<file path="src/rtl/layered_objects_mux.sv">
// N-layer priority compositor for the VGA path: per-layer enable and colour key,
// 2-stage pipeline with aligned valid, per-pixel collision flag and per-frame collision latch.

module layered_objects_mux_layer #(
  parameter int               RGB_W       = 8,
  parameter int               KEY_EN      = 1,
  parameter logic [RGB_W-1:0] TRANSPARENT = '1
) (
  input  logic             req,
  input  logic             en,
  input  logic [RGB_W-1:0] rgb,
  output logic             eff
);
  logic keyed;

  assign keyed = (KEY_EN != 0) && (rgb == TRANSPARENT);
  assign eff   = req & en & ~keyed;
endmodule

module layered_objects_mux #(
  parameter  int               NUM_LAYERS  = 4,
  parameter  int               RGB_W       = 8,
  parameter  int               KEY_EN      = 1,
  parameter  logic [RGB_W-1:0] TRANSPARENT = 8'hFF,
  localparam int               IDX_W       = $clog2(NUM_LAYERS + 1)
) (
  input  logic                        clk,
  input  logic                        resetN,
  input  logic                        pixelValid,
  input  logic                        startOfFrame,
  input  logic [NUM_LAYERS-1:0]       drawingRequest,
  input  logic [NUM_LAYERS*RGB_W-1:0] layersRGB,
  input  logic [RGB_W-1:0]            backGroundRGB,
  input  logic [NUM_LAYERS-1:0]       layerEnable,
  output logic [RGB_W-1:0]            RGBOut,
  output logic                        RGBValid,
  output logic [IDX_W-1:0]            topLayer,
  output logic                        collisionPulse,
  output logic [NUM_LAYERS-1:0]       collisionFrame
);
  localparam int STAGES = 2;

  logic [NUM_LAYERS-1:0][RGB_W-1:0] rgb_in;
  logic [NUM_LAYERS-1:0]            eff_in;

  logic [NUM_LAYERS-1:0][RGB_W-1:0] rgb_s1;
  logic [NUM_LAYERS-1:0]            eff_s1;
  logic [RGB_W-1:0]                 bg_s1;
  logic                             sof_s1;
  logic [STAGES:1]                  vld_pipe;

  logic [NUM_LAYERS-1:0]            acc;
  logic [IDX_W-1:0]                 win_idx;
  logic [RGB_W-1:0]                 win_rgb;
  logic [IDX_W-1:0]                 cnt;
  logic                             multi;
  logic [NUM_LAYERS-1:0]            hit;

  assign rgb_in = layersRGB;

  genvar g;
  generate
    for (g = 0; g < NUM_LAYERS; g++) begin : g_layer
      layered_objects_mux_layer #(
        .RGB_W       (RGB_W),
        .KEY_EN      (KEY_EN),
        .TRANSPARENT (TRANSPARENT)
      ) u_layer (
        .req (drawingRequest[g]),
        .en  (layerEnable[g]),
        .rgb (rgb_in[g]),
        .eff (eff_in[g])
      );
    end
  endgenerate

  always_ff @(posedge clk or negedge resetN) begin
    if (!resetN) begin
      rgb_s1   <= '0;
      eff_s1   <= '0;
      bg_s1    <= '0;
      sof_s1   <= 1'b0;
      vld_pipe <= '0;
    end else begin
      rgb_s1   <= rgb_in;
      eff_s1   <= eff_in;
      bg_s1    <= backGroundRGB;
      sof_s1   <= startOfFrame;
      vld_pipe <= {vld_pipe[STAGES-1:1], pixelValid};
    end
  end

  // Scan from the lowest priority up so the lowest effective index is left standing.
  always_comb begin
    win_idx = IDX_W'(NUM_LAYERS);
    win_rgb = bg_s1;
    cnt     = '0;
    for (int i = NUM_LAYERS - 1; i >= 0; i--) begin
      if (eff_s1[i]) begin
        win_idx = IDX_W'(i);
        win_rgb = rgb_s1[i];
      end
      cnt = cnt + IDX_W'(eff_s1[i]);
    end
    multi = vld_pipe[1] && (cnt > IDX_W'(1));
    hit   = multi ? eff_s1 : '0;
  end

  always_ff @(posedge clk or negedge resetN) begin
    if (!resetN) begin
      RGBOut         <= '0;
      RGBValid       <= 1'b0;
      topLayer       <= IDX_W'(NUM_LAYERS);
      collisionPulse <= 1'b0;
      acc            <= '0;
      collisionFrame <= '0;
    end else begin
      RGBValid       <= vld_pipe[1];
      collisionPulse <= multi;
      if (vld_pipe[1]) begin
        RGBOut   <= win_rgb;
        topLayer <= win_idx;
      end else begin
        RGBOut   <= '0;
        topLayer <= IDX_W'(NUM_LAYERS);
      end
      // The SOF pixel opens the new frame, so its hits seed the fresh accumulator.
      if (sof_s1) begin
        collisionFrame <= acc;
        acc            <= hit;
      end else begin
        acc <= acc | hit;
      end
    end
  end
endmodule

</file>
<file path="config.mk">
export PLATFORM = sky130hd
export DESIGN_NAME = layered_objects_mux
export DESIGN_NICKNAME = d
export VERILOG_FILES = /design/src/rtl/layered_objects_mux.sv
export SDC_FILE = /design/constraint.sdc
export NUM_CORES = 1
export LEC_CHECK = 0
export BUFFER_PORTS_ARGS = -buffer_cell sky130_fd_sc_hd__buf_2
export CAP_MARGIN = 20
export CORE_MARGIN = 2
export CORE_UTILIZATION = 45
export DETAILED_ROUTE_END_ITERATION = 7
export GPL_TIMING_DRIVEN = 0
export PLACE_DENSITY_LB_ADDON = 0.15
export SLEW_MARGIN = 20
export SYNTH_ARGS = -nofsm -noshare
export SYNTH_HDL_FRONTEND = slang
export SYNTH_SLANG_ARGS = --single-unit
</file>
<file path="constraint.sdc">
create_clock -name clk -period 1.6 [get_ports clk]
set_input_delay 0.16 -clock clk [delete_from_list [all_inputs] [get_ports clk]]
set_output_delay 0.16 -clock clk [all_outputs]
set_load 0.02 [all_outputs]
</file>
==> summary.md, run 1 <==
| Metric | Value |
|---|---|
| Seq/Total Area, Yosys | `between 70 and 80%` |
| Via density | `roughly 4.8` |
| Worst vdd ir | `around 0.00090 V` |
| Pwr Density | `1080 nW/um^2` |
| Worst hold stages | `2` |
| Die H | `between 70 and 80 um` |
| Register bit total from synthesis | `between 60 and 70` |
| Final standard cell area without fillers | `3350 um^2` |
| CP delay by family, top | `adder cells` |
| WL/cell | `about 15 um` |
| First-pass GRT wire length | `7.76 mm` |
| Antenna diodes | `0` |
| Hold/Removal Path Class | `input pin to register` |
| Area Overhead vs Synth | `47.4%` |
| Hold Fails Final Rpt | `0` |
| Die width | `between 70 and 80 um` |
| Sum Neg Setup Slack | `0 ns` |
| CP arrival | `between 1.5 and 2 ns` |
| Reg-to-Reg Start | `eff_s1[0]` |
| Clk Tree Root Cell | `clkbuf_8` |
| CP cell instances | `fa_1 -> a21oi_2 -> nor2b_4 -> a22o_1` |
| Share of cells above drive strength 1 | `between 30% and 40%` |
| DR DRC count | `0` |
| Slew Limit Fails | `0` |
| Worst setup EP type | `register` |
| Hold_sp | `drawingRequest[3]` |
| Final hold slack | `0.0513 ns` |
| CP peak stage delay | `approximately 0.50 ns` |
| Share of the clock period used by the worst path | `between 90% and 100%` |
| Vias in the first global route | `approximately 1.7k` |
| HPWL Detailed | `between 3 and 4 mm` |
| Buf/Inv on CP | `0` |
| Fmax | `655 MHz` |
| Max_slew headroom | `between 40% and 50%` |
| Starting density of the core | `47.6%` |
| Commonest non-fill, non-tap cell in the layout | `buf_2` |
| Num CTS Buffers | `9` |
| H-Tree Depth | `3` |
| FF-to-FF End | `acc[3]` |
| Drt total wl | `4.97 mm` |
| Syn_area_per_cell | `17.0 um^2` |
| Largest net degree at the start of global routing | `68` |
| Port Buf Inserts | `68` |
| Worst Tran Pin Value | `0.806 ns` |
| Syn_nets | `between 150 and 200` |
| Placed Area | `between 2000 and 3000 um^2` |
| Detailed-route via count | `about 1.6k` |
| First-pass DRT Iterations | `4` |
| Clock latency on the worst-skew pair | `about 0.34 ns` |
| Initial antenna violation count | `0` |
| Worst Clk Skew | `0.00561 ns` |
| Period minus WS final | `approximately 1.5 ns` |
| Slowest cell on crit path | `fa_1` |
| Die area | `about 5600 um^2` |
| Crit path launch | `eff_s1[0]` |
| Final ANT Viol Nets | `0` |
| Cell area after synthesis | `approximately 2300 um^2` |
| Maximum fanout along the worst path | `7` |
| I/O Pins | `69` |
| Synthesized instance count | `between 100 and 150` |
| Clock sink total | `67` |
| Netlist cell types | `21` |
| Power, Total | `3.62 mW` |
| DR iter-0 viols | `74` |
| Most frequent cells in the layout | `67 x buf_2, 65 x dfrtp_1, 43 x dlygate4sd3_1, 10 x clkbuf_8, 9 x a21oi_1` |
| Max clock buf depth | `2` |
| R2r setup slk | `between 0.07 and 0.08 ns` |
| Number of nets in the layout | `310` |
| Core Area | `4790 um^2` |
| Overall Global Routing Usage | `20.1%` |
| Worst Reg-to-Reg Cells | `4` |
| Placer's final routability congestion estimate | `~0.80` |
| CP startpoint kind | `register` |
| Max-cap check violation count | `0` |
| Num rows | `25` |
| Status | `completed` |
| CP required | `1.83 ns` |
| Crit path kind | `register to register` |
| CTS clock-pin slew for the worst setup and hold paths | `0.07 ns` |
| Synth warnings | `0` |
| Final setup viols | `0` |
| CTS tree | `built` |
| Leakage | `around 1.7 nW` |
| WHS Endpoint | `eff_s1[3]` |
| Grt ovf | `0` |
[area by class of cell]
class,count,area [um^2]
Sequential cell,67,1680
Fill cell,356,1430
Timing Repair Buffer,112,781
Multi-Input combinational cell,61,559
Clock buffer,11,141
Tap cell,67,83.8
Clock inverter,5,62.6
Inverter,3,25.0
Buffer,3,22.5
[flip-flops by register name (all words and copies together) (netlist names)]
| register | cells |
|---|---|
| RGBValid | 1 |
| sof_s1 | 1 |
| vld_pipe | 1 |
| RGBOut | 8 |
| rgb_s1 | 32 |
| collisionFrame | 4 |
| eff_s1 | 4 |
| bg_s1 | 8 |
| topLayer | 3 |
| collisionPulse | 1 |
| acc | 4 |
[metrics by stage]
stage                     cells  utilization [%]  setup WS (ns)
after global placement      269             56.4         0.0955
after floorplan             134                -          0.180
after detailed placement    269             56.5         0.0790
after global routing        329             70.1       -0.00961
final                       329             70.1         0.0744
after CTS                   328             69.7         0.0598
[routing by layer]
metal	global-route usage (%)	vias to the layer above	wire length, um
li1	-	743	-
met1	21.9	786	1920
met2	33.9	50	2680
met3	8.30	9	234
met4	9.52	0	132
met5	0	-	0
[worst max-delay path by stage]
stage,to,slack (ns),cells after the start
after floorplan,acc[0],0.18,4
after global placement,acc[2],0.1,4
after detailed placement,acc[2],0.08,4
after CTS,acc[2],0.06,4
after global routing,acc[3],-0.01,4
final,acc[3],0.07,4
[cells by family (layout without fill, tap and decap cells)]
group	count (synthesis)	in the layout	share of synthesized area, %
muxes	20	20	10.4
DFF	67	67	73.7
AOI/OAI and AO/OA	28	28	9.40
adders and majority gates	1	1	0.880
and+or+nand+nor	12	12	3.46
buffers and inverters	6	134	2.09
[repair_timing]
| action | in CTS | in global routing |
|---|---|---|
| hold buffers | 43 | 0 |
| setup buffers | 0 | 1 |
| gates resized for setup | 0 | 3 |
| hold endpoints to repair | 108 | 0 |
| setup endpoints to repair | 0 | 4 |
[Yosys cell counts]
library cell  count  area (um^2)
inv_1             2         7.51
fa_1              1         20.0
bufinv_8          1         17.5
o211a_1           5         50.1
o221ai_1          8         70.1
o41ai_1           1         8.76
dfstp_2           1         26.3
dfrtp_1          66         1650
nor2b_2           1         8.76
nand4_1           8         50.1
buf_6             1         11.3
nor3b_1           1         7.51
a22o_1            4         35.0
mux2_4            6         90.1
a21oi_1          10         50.1
buf_4             1         7.51
clkbuf_1          1         3.75
mux2i_1           8         80.1
mux2_2            6         67.6
nor2_2            1         6.26
nand2b_1          1         6.26
[power breakdown]
part           internal (mW)  switching (mW)  total [mW]  leakage [nW]
sequential              1.79          0.0406        1.83         0.814
clock                  0.767           0.616        1.38        0.0957
combinational          0.216           0.194       0.410         0.752
No activity file was read; power rests on OpenSTA's default activity.
==> inputs of run 2 (changes only) <==
Settings changed: CORE_UTILIZATION 45 to 50.
==> summary.md, run 2 (synthesis results as in run 1) <==
| Metric | Value |
|---|---|
| Hold Fails Final Rpt | `0 (unchanged)` |
| Clock sink total | `67 (unchanged)` |
| Final setup viols | `0 (unchanged)` |
| Core Area | `4380 um^2 (-8.4%)` |
| H-Tree Depth | `3 (unchanged)` |
| Die area | `5110 um^2 (-9.5%)` |
| Largest register FFs | `32 (unchanged)` |
| Top sig layer | `met4` |
| CP startpoint kind | `register` |
| First-pass DRT Iterations | `4 (unchanged)` |
| DR DRC count | `0 (unchanged)` |
| Worst vdd ir | `0.000713 V (-21%)` |
| WHS Endpoint | `eff_s1[2]` |
| Hold/Removal Path Class | `input pin to register` |
| Clock latency on the worst-skew pair | `0.34 ns (about the same)` |
| Port Buf Inserts | `68 (unchanged)` |
| Crit path kind | `register to register` |
| Status | `completed` |
| Die H | `71.5 um (-4.9%)` |
| WL/cell | `16.1 um (+6.4%)` |
| Fmax | `667 MHz (+1.7%)` |
| Largest Register | `rgb_s1` |
| Most frequent cells in the layout | `67 x buf_2, 65 x dfrtp_1, 43 x dlygate4sd3_1, 10 x a21oi_1, 10 x clkbuf_8` |
| I/O Pins | `69 (unchanged)` |
| Slew Limit Fails | `0 (unchanged)` |
| CP arrival | `1.78 ns (+0.03 ns)` |
| Clk Tree Root Cell | `clkbuf_8` |
| Initial antenna violation count | `0 (unchanged)` |
| Commonest non-fill, non-tap cell in the layout | `buf_2` |
| Antenna diodes | `0 (unchanged)` |
| Vias in the first global route | `1781 (+6.6%)` |
| Number of nets in the layout | `309 (-0.32%)` |
| Placer's final routability congestion estimate | `0.782 (-2.2%)` |
| Period minus WS final | `1.50 ns (-0.0256 ns)` |
| Via density | `5.12 (+6.1%)` |
| Post CTS Setup Buffer Count | `0 (unchanged)` |
| Met2 Wirelength | `2.88 mm (+7.3%)` |
| Leakage | `1.66 nW (about the same)` |
| First-pass GRT wire length | `8.31 mm (+7.1%)` |
| Max_slew headroom | `46.7% (+0.46 points)` |
| Pwr Density | `1090 nW/um^2 (+0.58%)` |
| Max clock buf depth | `2 (unchanged)` |
| Max-cap check violation count | `0 (unchanged)` |
| Grt ovf | `0 (unchanged)` |
| Worst hold stages | `2 (unchanged)` |
| Worst Reg-to-Reg Cells | `4 (unchanged)` |
| Num CTS Buffers | `9 (unchanged)` |
| RSZ-0062 raised after global routing | `false` |
| CTS tree | `built` |
| Drt total wl | `5.03 mm (+1.2%)` |
| DR iter-0 viols | `114 (+54%)` |
| Largest net degree at the start of global routing | `68 (unchanged)` |
| R2r setup slk | `0.10 ns (+0.03 ns)` |
| Overall Global Routing Usage | `22.4% (+2.3 points)` |
| Final ANT Viol Nets | `0 (unchanged)` |
| CP required | `1.88 ns (+0.05 ns)` |
| Detailed-route via count | `1603 (+0.94%)` |
| Maximum fanout along the worst path | `7 (unchanged)` |
| Regs by FF count | `rgb_s1: 32 flops, RGBOut: 8 flops, bg_s1: 8 flops` |
| CTS clock-pin slew for the worst setup and hold paths | `0.08 ns (about the same)` |
| Starting density of the core | `51.9% (+4.4 points)` |
| Metal-1 WL | `1.81 mm (-6.0%)` |
| Share of cells above drive strength 1 | `39.5% (-0.23 points)` |
| Worst setup EP type | `register` |
| Worst Tran Pin Value | `0.800 ns (-0.00692 ns)` |
| Die width | `71.5 um (-4.9%)` |
| Reg-to-Reg Start | `eff_s1[0]` |
| Hold_sp | `drawingRequest[2]` |
| Worst Clk Skew | `0.0129 ns (+0.00724 ns)` |
| Area Overhead vs Synth | `45.4%` |
| Util after Layout | `75.5% (+5.4 points)` |
| Met3 routed WL | `238 um (+1.7%)` |
| FF-to-FF End | `acc[1]` |
| Sum Neg Setup Slack | `0 ns (unchanged)` |
| Share of the clock period used by the worst path | `93.7% (-1.6 points)` |
| HPWL Detailed | `3.20 mm (-0.83%)` |
| Num rows | `24 (-4.0%)` |
| Power, Total | `3.59 mW (-0.81%)` |
run 2: worst max path at each step:
stage,startpoint,to,cells after the start
finish,eff_s1[0],acc[1],4
global route,eff_s1[1],acc[1],4
CTS,eff_s1[0],acc[1],4
detailed placement,eff_s1[0],acc[1],4
global placement,eff_s1[0],acc[2],4
floorplan,eff_s1[0],acc[0],4
run 2: per-stage QoR:
stage | hold WS (ns) | cell area (um^2) | setup WS (ns) | cells
2_1_floorplan | -0.136 | 2280 | 0.180 | 134
3_3_place_gp | 0.268 | 2680 | 0.105 | 254
3_5_place_dp | 0.269 | 2680 | 0.0679 | 254
4_1_cts | 0.0555 | 3310 | 0.0590 | 313
5_1_grt | 0.0553 | 3310 | 0.0189 | 313
6_report | 0.0653 | 3310 | 0.100 | 313
run 2: what timing repair did:
item / 4_1_cts / 5_1_grt
hold buffers: 43 / 0
hold endpoints to repair: 108 / 0
setup endpoints to repair: 0 / 2
resized for setup: 0 / 1
run 2: worst max-delay path: stages (launching register included):
cell	delay, ns
dfrtp_2	0.46
fa_1	0.55
a21oi_1	0.07
nor2b_2	0.21
a22o_1	0.16
run 2: area by class of cell:
| cell class | count | area [um^2] |
|---|---|---|
| plain buffers | 3 | 22.5 |
| clock buffers | 10 | 138 |
| clock inverters | 6 | 55.1 |
| fillers | 267 | 1080 |
| inverters | 3 | 25.0 |
| multi-input cells | 61 | 551 |
| flip-flops and latches | 67 | 1680 |
| well taps | 52 | 65.1 |
| repair buffers | 111 | 773 |
run 2: power breakdown:
group	switching, mW	total, mW	internal [mW]
Combinational	0.193	0.404	0.212
Clock	0.610	1.36	0.748
Sequential	0.0420	1.83	1.79
run 2: layer usage:
metal  vias to the layer above  global-route usage (%)
li1                        739                       -
met4                         0                    10.1
met3                        12                    5.77
met2                        51                    40.8
met5                         -                       0
met1                       801                    24.2
==> inputs of run 3 (changes only) <==
Settings changed: REMOVE_ABC_BUFFERS set to 1.
==> summary.md, run 3 (synthesis results as in run 1) <==
| Metric | Value |
|---|---|
| Clock latency on the worst-skew pair | `0.34 ns (about the same)` |
| Metal-1 WL | `1.82 mm (+0.50%)` |
| Placer's final routability congestion estimate | `0.765 (-2.2%)` |
| Num rows | `24 (unchanged)` |
| Initial antenna violation count | `0 (unchanged)` |
| RSZ-0062 raised after global routing | `false` |
| Grt ovf | `0 (unchanged)` |
| Hold/Removal Path Class | `input pin to register` |
| Pwr Density | `1050 nW/um^2 (-3.1%)` |
| Starting density of the core | `51.9% (unchanged)` |
| Switching portion of total power | `23.5% (about the same)` |
| Share of the clock period used by the worst path | `94.2% (+0.42 points)` |
| Layout fillers | `301 (+13%)` |
| Crit path kind | `register to register` |
| Die area | `5110 um^2 (unchanged)` |
| Overall Global Routing Usage | `21.9% (-0.51 points)` |
| Via density | `5.11 (-0.18%)` |
| Commonest non-fill, non-tap cell in the layout | `buf_2` |
| Switching power total | `812 uW (-3.8%)` |
| Combinational Power Share | `11.5% (+0.3 points)` |
| Worst Tran Pin Value | `0.791 ns (-0.00835 ns)` |
| Die width | `71.5 um (unchanged)` |
| Largest register FFs | `32 (unchanged)` |
| DR iter-0 viols | `108 (-5.3%)` |
| Final hold slack | `0.0439 ns (-0.0214 ns)` |
| I/O Pins | `69 (unchanged)` |
| CTS clock-pin slew for the worst setup and hold paths | `0.06 ns (-0.02 ns)` |
| Core Area | `4380 um^2 (unchanged)` |
| Drt total wl | `4.95 mm (-1.7%)` |
| First-pass DRT Iterations | `4 (unchanged)` |
| Max_slew headroom | `47.3% (+0.56 points)` |
| Die H | `71.5 um (unchanged)` |
| CTS tree | `built` |
| WL/cell | `15.8 um (-1.4%)` |
| Met3 routed WL | `216 um (-9.2%)` |
| Clk pwr share | `35.5% (-2.3 points)` |
| Worst vdd ir | `0.000743 V (+4.2%)` |
| Share of cells above drive strength 1 | `38.8% (-0.62 points)` |
| Top sig layer | `met4` |
| Leakage | `1.64 nW (-1.1%)` |
| Final ANT Viol Nets | `0 (unchanged)` |
| Max clock buf depth | `2 (unchanged)` |
| CP arrival | `1.78 ns (about the same)` |
| First-pass GRT wire length | `8.06 mm (-3.1%)` |
| HPWL Detailed | `2.97 mm (-7.3%)` |
| Area Overhead vs Synth | `44.3%` |
| Vias in the first global route | `1711 (-3.9%)` |
| Port Buf Inserts | `68 (unchanged)` |
| Regs by FF count | `rgb_s1: 32 flops, RGBOut: 8 flops, bg_s1: 8 flops` |
| Detailed-route via count | `1595 (-0.50%)` |
| CP required | `1.88 ns (about the same)` |
| Hold Fails Final Rpt | `0 (unchanged)` |
| Clock sink total | `67 (unchanged)` |
| Number of nets in the layout | `308 (-0.32%)` |
| Post-Layout Cell Count | `312 (-0.32%)` |
| CP startpoint kind | `register` |
| Slew Limit Fails | `0 (unchanged)` |
| Met2 Wirelength | `2.74 mm (-4.8%)` |
| Largest Register | `rgb_s1` |
| Worst Clk Skew | `0.00475 ns (-0.00811 ns)` |
| Largest net degree at the start of global routing | `68 (unchanged)` |
| Maximum fanout along the worst path | `7 (unchanged)` |
| Period minus WS final | `1.51 ns (+0.00675 ns)` |
| Max-cap check violation count | `0 (unchanged)` |
| Num CTS Buffers | `9 (unchanged)` |
| DR DRC count | `0 (unchanged)` |
| Sum Neg Setup Slack | `0 ns (unchanged)` |
| Reg power frac | `53.0% (+2.0 points)` |
| Status | `completed` |
| Clk Tree Root Cell | `clkbuf_8` |
| H-Tree Depth | `3 (unchanged)` |
| # placed instances | `251 (-1.2%)` |
| Worst setup EP type | `register` |
| Pint | `2.64 mW (-3.8%)` |
| Most frequent cells in the layout | `67 x buf_2, 64 x dfrtp_1, 43 x dlygate4sd3_1, 11 x clkbuf_8, 10 x a21oi_1` |
| Antenna diodes | `0 (unchanged)` |
| Fmax | `664 MHz (-0.45%)` |
| Final setup viols | `0 (unchanged)` |
[run 3: timing repair]
action | in CTS | in global routing
endpoints found under the hold margin | 108 | 0
hold buffers | 43 | 0
gates resized for setup | 2 | 1
setup buffers | 2 | 0
endpoints found under the setup margin | 6 | 2
[run 3: routing by layer]
layer,track usage (%),vias to the layer above
li1,-,743
met3,4.78,16
met5,0,-
met2,39.1,55
met1,23.4,781
met4,13.4,0
[run 3: final timing paths]
| kind | startpoint | endpoint | slack [ns] | cells past startpoint |
|---|---|---|---|---|
| max | eff_s1[0] | acc[3] | 0.09 | 4 |
| min | drawingRequest[3] | eff_s1[3] | 0.04 | 2 |
| max reg2reg | eff_s1[0] | acc[3] | 0.09 | 4 |
| min reg2reg | collisionFrame[0] | collisionFrame[0] | 0.50 | 1 |
| max in group asynchronous | resetN | eff_s1[3] | 0.55 | 2 |
| min in group asynchronous | resetN | RGBValid | 0.45 | 2 |
[run 3: power by group through the flow]
stage	combinational, mW	clock (mW)	sequential [mW]
2_1_floorplan	0.105	0	1.90
3_3_place_gp	0.297	0	1.87
4_1_cts	0.397	1.26	1.83
5_1_grt	0.432	1.33	1.84
6_report	0.396	1.23	1.83
3_5_place_dp	0.307	0	1.87
[run 3: stage by stage]
step                      setup slack, ns  cell area, um^2  utilization, %  power [mW]
after floorplan                   -0.0162             2250               -        2.01
after global placement             -0.189             2660            60.6        2.16
after detailed placement           -0.245             2660            60.7        2.18
after CTS                          0.0619             3280            74.9        3.49
after global routing               0.0233             3280            74.9        3.61
final                              0.0933             3280            74.9        3.46
[run 3: area by class of cell]
cell class	count	area, um^2	area share, %
well taps	52	65.1	1.98
clock inverters	2	10.0	0.305
flip-flops and latches	67	1680	51.2
clock buffers	14	163	4.95
repair buffers	113	788	24.0
inverters	3	25.0	0.762
multi-input cells	61	551	16.8
[run 3: critical path, stage by stage, from the launching register on]
cell and delay, ns:
dfrtp_2 0.46, fa_1 0.55, a21oi_1 0.07, nor2b_2 0.21
a22o_1 0.16
